--- src/rtl/ae_sensor_reg_writer.sv ---
// rtl/ae_sensor_reg_writer.sv - turns AE exposure/gain updates into grouped-hold sensor register write bursts
// Latest-wins pending slot feeds a six-write burst; identical settings are skipped, NACKs get one retry.
module ae_sensor_reg_writer #(
   parameter logic [7:0]  DEV_ADDR = 8'h6C,
   parameter logic [15:0] EXP_REG  = 16'h3501,
   parameter logic [15:0] GAIN_REG = 16'h350A,
   parameter logic [15:0] HOLD_REG = 16'h3208,
   parameter logic [15:0] EXP_MAX  = 16'd10000,
   parameter logic [15:0] GAIN_MAX = 16'd256,
   parameter logic [23:0] TIMEOUT  = 24'd1000000
) (
   input  logic        clk,
   input  logic        rst,
   input  logic        init_done,
   input  logic        ae_valid,
   input  logic [15:0] exposure_time,
   input  logic [15:0] exposure_gain,
   output logic        wr_req,
   output logic [7:0]  wr_dev,
   output logic [15:0] wr_addr,
   output logic [7:0]  wr_data,
   input  logic        wr_ack,
   input  logic        wr_err,
   output logic        busy,
   output logic [15:0] update_cnt,
   output logic        err_flag
);

   typedef enum logic [1:0] {IDLE, REQ, GAP, DONE} state_t;

   state_t      state_q;
   logic        pend_q;
   logic [15:0] pend_exp_q, pend_gain_q;
   logic [15:0] work_exp_q, work_gain_q;
   logic [15:0] last_exp_q, last_gain_q;
   logic [2:0]  idx_q;
   logic        retry_q;
   logic [23:0] tmo_q;
   logic        wr_req_q;
   logic [15:0] wr_addr_q;
   logic [7:0]  wr_data_q;
   logic        busy_q;
   logic [15:0] update_cnt_q;
   logic        err_flag_q;

   logic        capture;
   logic [23:0] tmo_d;
   logic [2:0]  idx_d;
   logic        changed;

   function automatic logic [15:0] clamp(input logic [15:0] v, input logic [15:0] vmax);
      if (v == 16'd0) return 16'd1;
      if (v > vmax) return vmax;
      return v;
   endfunction

   // Burst order: open group hold, exposure hi/lo, gain hi/lo, close hold and launch.
   function automatic logic [15:0] tbl_addr(input logic [2:0] idx);
      case (idx)
         3'd1:    return EXP_REG;
         3'd2:    return EXP_REG + 16'd1;
         3'd3:    return GAIN_REG;
         3'd4:    return GAIN_REG + 16'd1;
         default: return HOLD_REG;
      endcase
   endfunction

   function automatic logic [7:0] tbl_data(input logic [2:0] idx, input logic [15:0] e,
                                           input logic [15:0] g);
      case (idx)
         3'd0:    return 8'h00;
         3'd1:    return e[15:8];
         3'd2:    return e[7:0];
         3'd3:    return g[15:8];
         3'd4:    return g[7:0];
         default: return 8'hA0;
      endcase
   endfunction

   assign capture = ae_valid & init_done;
   assign tmo_d   = tmo_q + 24'd1;
   assign idx_d   = idx_q + 3'd1;
   assign changed = (pend_exp_q != last_exp_q) || (pend_gain_q != last_gain_q);

   always_ff @(posedge clk or negedge rst) begin
      if (!rst) begin
         state_q      <= IDLE;
         pend_q       <= 1'b0;
         pend_exp_q   <= 16'd0;
         pend_gain_q  <= 16'd0;
         work_exp_q   <= 16'd0;
         work_gain_q  <= 16'd0;
         last_exp_q   <= 16'd0;
         last_gain_q  <= 16'd0;
         idx_q        <= 3'd0;
         retry_q      <= 1'b0;
         tmo_q        <= 24'd0;
         wr_req_q     <= 1'b0;
         wr_addr_q    <= 16'd0;
         wr_data_q    <= 8'd0;
         busy_q       <= 1'b0;
         update_cnt_q <= 16'd0;
         err_flag_q   <= 1'b0;
      end else begin
         if (capture) begin
            pend_q      <= 1'b1;
            pend_exp_q  <= clamp(exposure_time, EXP_MAX);
            pend_gain_q <= clamp(exposure_gain, GAIN_MAX);
         end
         case (state_q)
            IDLE: begin
               if (pend_q) begin
                  if (!capture) pend_q <= 1'b0;
                  work_exp_q  <= pend_exp_q;
                  work_gain_q <= pend_gain_q;
                  if (changed) begin
                     busy_q    <= 1'b1;
                     idx_q     <= 3'd0;
                     retry_q   <= 1'b0;
                     tmo_q     <= 24'd0;
                     wr_req_q  <= 1'b1;
                     wr_addr_q <= tbl_addr(3'd0);
                     wr_data_q <= tbl_data(3'd0, pend_exp_q, pend_gain_q);
                     state_q   <= REQ;
                  end
               end
            end
            REQ: begin
               // Error wins over a simultaneous ack.
               if (wr_err) begin
                  wr_req_q <= 1'b0;
                  if (retry_q) begin
                     err_flag_q <= 1'b1;
                     busy_q     <= 1'b0;
                     state_q    <= IDLE;
                  end else begin
                     retry_q <= 1'b1;
                     state_q <= GAP;
                  end
               end else if (wr_ack) begin
                  wr_req_q <= 1'b0;
                  retry_q  <= 1'b0;
                  if (idx_q == 3'd5) begin
                     state_q <= DONE;
                  end else begin
                     idx_q   <= idx_d;
                     state_q <= GAP;
                  end
               end else if (tmo_d >= TIMEOUT) begin
                  wr_req_q   <= 1'b0;
                  err_flag_q <= 1'b1;
                  busy_q     <= 1'b0;
                  state_q    <= IDLE;
               end else begin
                  tmo_q <= tmo_d;
               end
            end
            GAP: begin
               wr_req_q  <= 1'b1;
               tmo_q     <= 24'd0;
               wr_addr_q <= tbl_addr(idx_q);
               wr_data_q <= tbl_data(idx_q, work_exp_q, work_gain_q);
               state_q   <= REQ;
            end
            DONE: begin
               last_exp_q   <= work_exp_q;
               last_gain_q  <= work_gain_q;
               update_cnt_q <= update_cnt_q + 16'd1;
               busy_q       <= 1'b0;
               state_q      <= IDLE;
            end
            default: state_q <= IDLE;
         endcase
      end
   end

   assign wr_req     = wr_req_q;
   assign wr_dev     = DEV_ADDR;
   assign wr_addr    = wr_addr_q;
   assign wr_data    = wr_data_q;
   assign busy       = busy_q;
   assign update_cnt = update_cnt_q;
   assign err_flag   = err_flag_q;

endmodule

--- config.mk ---
export PLATFORM = sky130hd
export DESIGN_NAME = ae_sensor_reg_writer
export DESIGN_NICKNAME = d
export VERILOG_FILES = /design/src/rtl/ae_sensor_reg_writer.sv
export SDC_FILE = /design/constraint.sdc
export NUM_CORES = 1
export LEC_CHECK = 0
export CORE_MARGIN = 2
export CORE_UTILIZATION = 26
export DETAILED_ROUTE_END_ITERATION = 7
export PLACE_DENSITY_LB_ADDON = 0.25
export SYNTH_ARGS = -nofsm -noshare
export SYNTH_HDL_FRONTEND = slang
export SYNTH_SLANG_ARGS = --single-unit
--- constraint.sdc ---
create_clock -name clk -period 2.5 [get_ports clk]
set_clock_uncertainty 0.05 [all_clocks]
set_input_delay 0.5 -clock clk [delete_from_list [all_inputs] [get_ports clk]]
set_output_delay 0.5 -clock clk [all_outputs]
set_load 0.1 [all_outputs]
==> flow_metrics.tcl <==
set metrics [dict create \
    antenna_found_initial 0 \
    whs_ns 0.432 \
    area_delta_synth_final_pct 32.2 \
    crit_path_end "tmo_q[5]" \
    dieArea_sq_um 31900 \
    endpoint_kind "register" \
    drive_gt1_share_pct 30.8 \
    tritoncts "yes" \
    grt_pass1_wl_um 35000 \
    ys_ff_latch 160 \
    final_cell_mix "dfrtp_1, buf_4, nand2_1" \
    initial_core_util_pct 26.6 \
    vias 6158 \
    drtAntennaViolNets 0 \
    core_area_sq_um 29800 \
    rows 63 \
    grt_max_degree 55 \
    drv_cap 0 \
    fin_area_sq_um 10500 \
    grt_pass1_vias 6402 \
    ys_async_sr_fraction_pct 100 \
    slew_headroom_pct 61.5 \
    worstRegToRegCells 10 \
    failed_checks "negative setup slack" \
    crit_start "tmo_q[0]" \
    dieHeight_um 179 \
    die_x_um 179 \
    period_minus_slack_ns 2.78 \
    synth_seq_area_share_pct 50.5 \
    setup_ws_ns -0.276 \
    clk_pin_slew_worst_paths_ns 0.07 \
    drc_errors 0 \
    synth_cell_types 59 \
    rr_endpoint "tmo_q[5]" \
    peakVddDrop_mv 0.390 \
    overflow 0 \
    run_status "complete, but fails checks" \
    cts_htree_levels 4 \
    final_common_cell "dfrtp_1" \
    synth_edf_count 0 \
    critPathMaxStageDelay_ns 0.50 \
    fmax_mhz 360 \
    critPathKind "register to register" \
    place_congestion 0.841 \
    rrSetupSlack_ns -0.28 \
    cts_max_path_buffers 2 \
    hold_violations 0 \
    synth.yosys.warnings 0 \
    hp-start "update_cnt[15]" \
    drv_slew 0 \
    netlist_instances 744 \
    start_kind "register" \
    cts.sinks 160 \
    numCtsBuffers 17 \
    min_path_type "register to register" \
    period_share_pct 111 \
    clockRootBuffer "clkbuf_16" \
    antenna_cells 0 \
    placed_area_sq_um 9610 \
    setup_viol 27 \
    drtIter0Drc 342 \
    io_pins 89 \
    critPathRequiredTime_ns 2.81 \
    ys.flop_type "dfrtp_1" \
    worstPathArrival_ns 3.09 \
    layout.nets 951 \
    slowest_stage "or4_1" \
    fin_tns_setup_ns -4.98 \
    fill_cells 2976 \
    synth_area_per_cell_sq_um 10.7 \
    r2r-start "tmo_q[0]" \
    critical_path.cell_chain "ha_4, nand2_2, or2_4, mux2_4, o311a_4, nor4_4, o21bai_4, buf_6, or4_1, nand3_1" \
    wl_um 21000 \
    dp_hpwl_um 14800 \
    p_per_area_nw_per_um2 975 \
    gr-usage-all-layers_pct 14.1 \
    clock_latency_ns 0.43 \
    final_util_pct 35.2 \
    syn_area_sq_um 7930 \
    tightest_slew_ns 0.578 \
    p_total_w 0.0102 \
    via_per_inst 4.72 \
    rsz0062_at_grt "true" \
    wire_per_inst_um 16.1 \
    leakage_nw 4.91 \
    port_buffers 72 \
    cp_max_fo 12 \
    dr.pass1.iters 5 \
]
-- per-stage QoR --
step,worst slack (ns),std cells
after floorplan,-0.131,758
after global placement,-0.183,1259
after detailed placement,-0.223,1259
after CTS,-0.172,1303
after global routing,-0.385,1305
final,-0.276,1305
-- final cells by class --
cell class	instances	area, sq um	share of cell area (%)
Inverter	17	63.8	0.609
Tap cell	390	488	4.65
Clock buffer	19	443	4.22
Sequential cell	160	4010	38.2
Multi-Input combinational cell	525	3800	36.2
Clock inverter	13	143	1.36
Timing Repair Buffer	181	1540	14.7
-- routing by layer --
metal / part of all wire (%) / track usage, % / routed length, um / vias to the layer above
met5: 0 / 0 / 0 / -
met4: 1.4 / 3.73 / 288 / 0
met3: 3.0 / 2.51 / 624 / 18
met2: 48 / 23.3 / 10000 / 113
li1: - / - / - / 2980
met1: 48 / 18.9 / 10000 / 3047
-- report_power, final --
| part | internal (W) | total [W] | leakage, nW | switching [W] |
|---|---|---|---|---|
| Clock | 0.00144 | 0.00264 | 0.280 | 0.00120 |
| Combinational | 0.00149 | 0.00419 | 2.51 | 0.00270 |
| Sequential | 0.00303 | 0.00339 | 2.13 | 0.000363 |
| Total | 0.00596 | 0.0102 | 4.91 | 0.00427 |
-- cells in the mapped netlist, drive strengths merged (3+ instances only) --
master	count	area share, %
o21ai	31	2.0
and3	5	0.39
nor2	33	1.6
mux2	66	9.4
o211ai	15	1.4
clkbuf	27	1.3
or3	6	0.47
and2	12	0.95
or2	8	0.66
xor2	37	4.1
nand3	34	2.2
nand3b	4	0.38
a22o	14	1.5
buf	29	2.4
a21o	4	0.38
xnor2	12	1.3
a221oi	8	0.88
nor4	23	2.0
o21a	3	0.28
or4	11	1.0
a21oi	11	0.69
o31ai	6	0.57
ha	11	1.7
o311ai	4	0.44
a22oi	10	0.95
o21bai	3	0.33
inv	17	0.80
nand2	77	3.6
nand2b	7	0.55
a32oi	5	0.55
dfrtp	160	50
nor3	11	0.69
nor2b	6	0.47
nand4	9	0.71
mux2i	4	0.50
-- worst max-delay path: cells and delay by family (launching register included) --
kind / cells / cell delay, ns
multiplexers: 1 / 0.30
AO/OA/AOI/OAI: 2 / 0.44
flip-flops: 1 / 0.39
AND/OR/NAND/NOR: 5 / 1.19
buffers and inverters: 1 / 0.16
adder cells (fa/ha/maj): 1 / 0.16
-- registers in the layout (all words and copies together), names as in the netlist --
register	flops
busy	1
err_flag	1
idx_q	3
last_exp_q	16
last_gain_q	16
pend_exp_q	16
pend_gain_q	16
pend_q	1
retry_q	1
state_q	2
tmo_q	24
update_cnt	16
work_exp_q	16
work_gain_q	16
wr_addr	6
wr_data	8
wr_req	1
-- cells by family (layout without fill, tap and decap cells) --
logic type                 after synthesis  after routing  synth area share (%)
other                                    2             16                0.0947
and+or+nand+nor                        250            250                  16.2
adders and majority gates               11             11                  1.74
buffers and inverters                   73            230                  4.47
DFF                                    160            160                  50.5
muxes                                   70             70                  9.93
AOI/OAI and AO/OA                      129            129                  11.7
xor gates and xnor gates                49             49                  5.41
-- worst min-delay path by stage --
stage	cells past startpoint	slack (ns)	end
after floorplan	0	0.15	busy
after global placement	1	0.41	update_cnt[15]
after detailed placement	1	0.42	err_flag
after CTS	2	0.44	wr_data[3]
after global routing	1	0.45	update_cnt[15]
final	1	0.43	update_cnt[15]
-- repair_timing --
item | 4_1_cts | 5_1_grt
gates resized for setup | 20 | 23
gates cloned | 1 | 0
endpoints found under the setup margin | 27 | 44
pin swaps | 7 | 7
hold buffers | 1 | 0
buffers inserted | 10 | 2
endpoints found under the hold margin | 3 | 0
(Power assumes the default switching activity.)
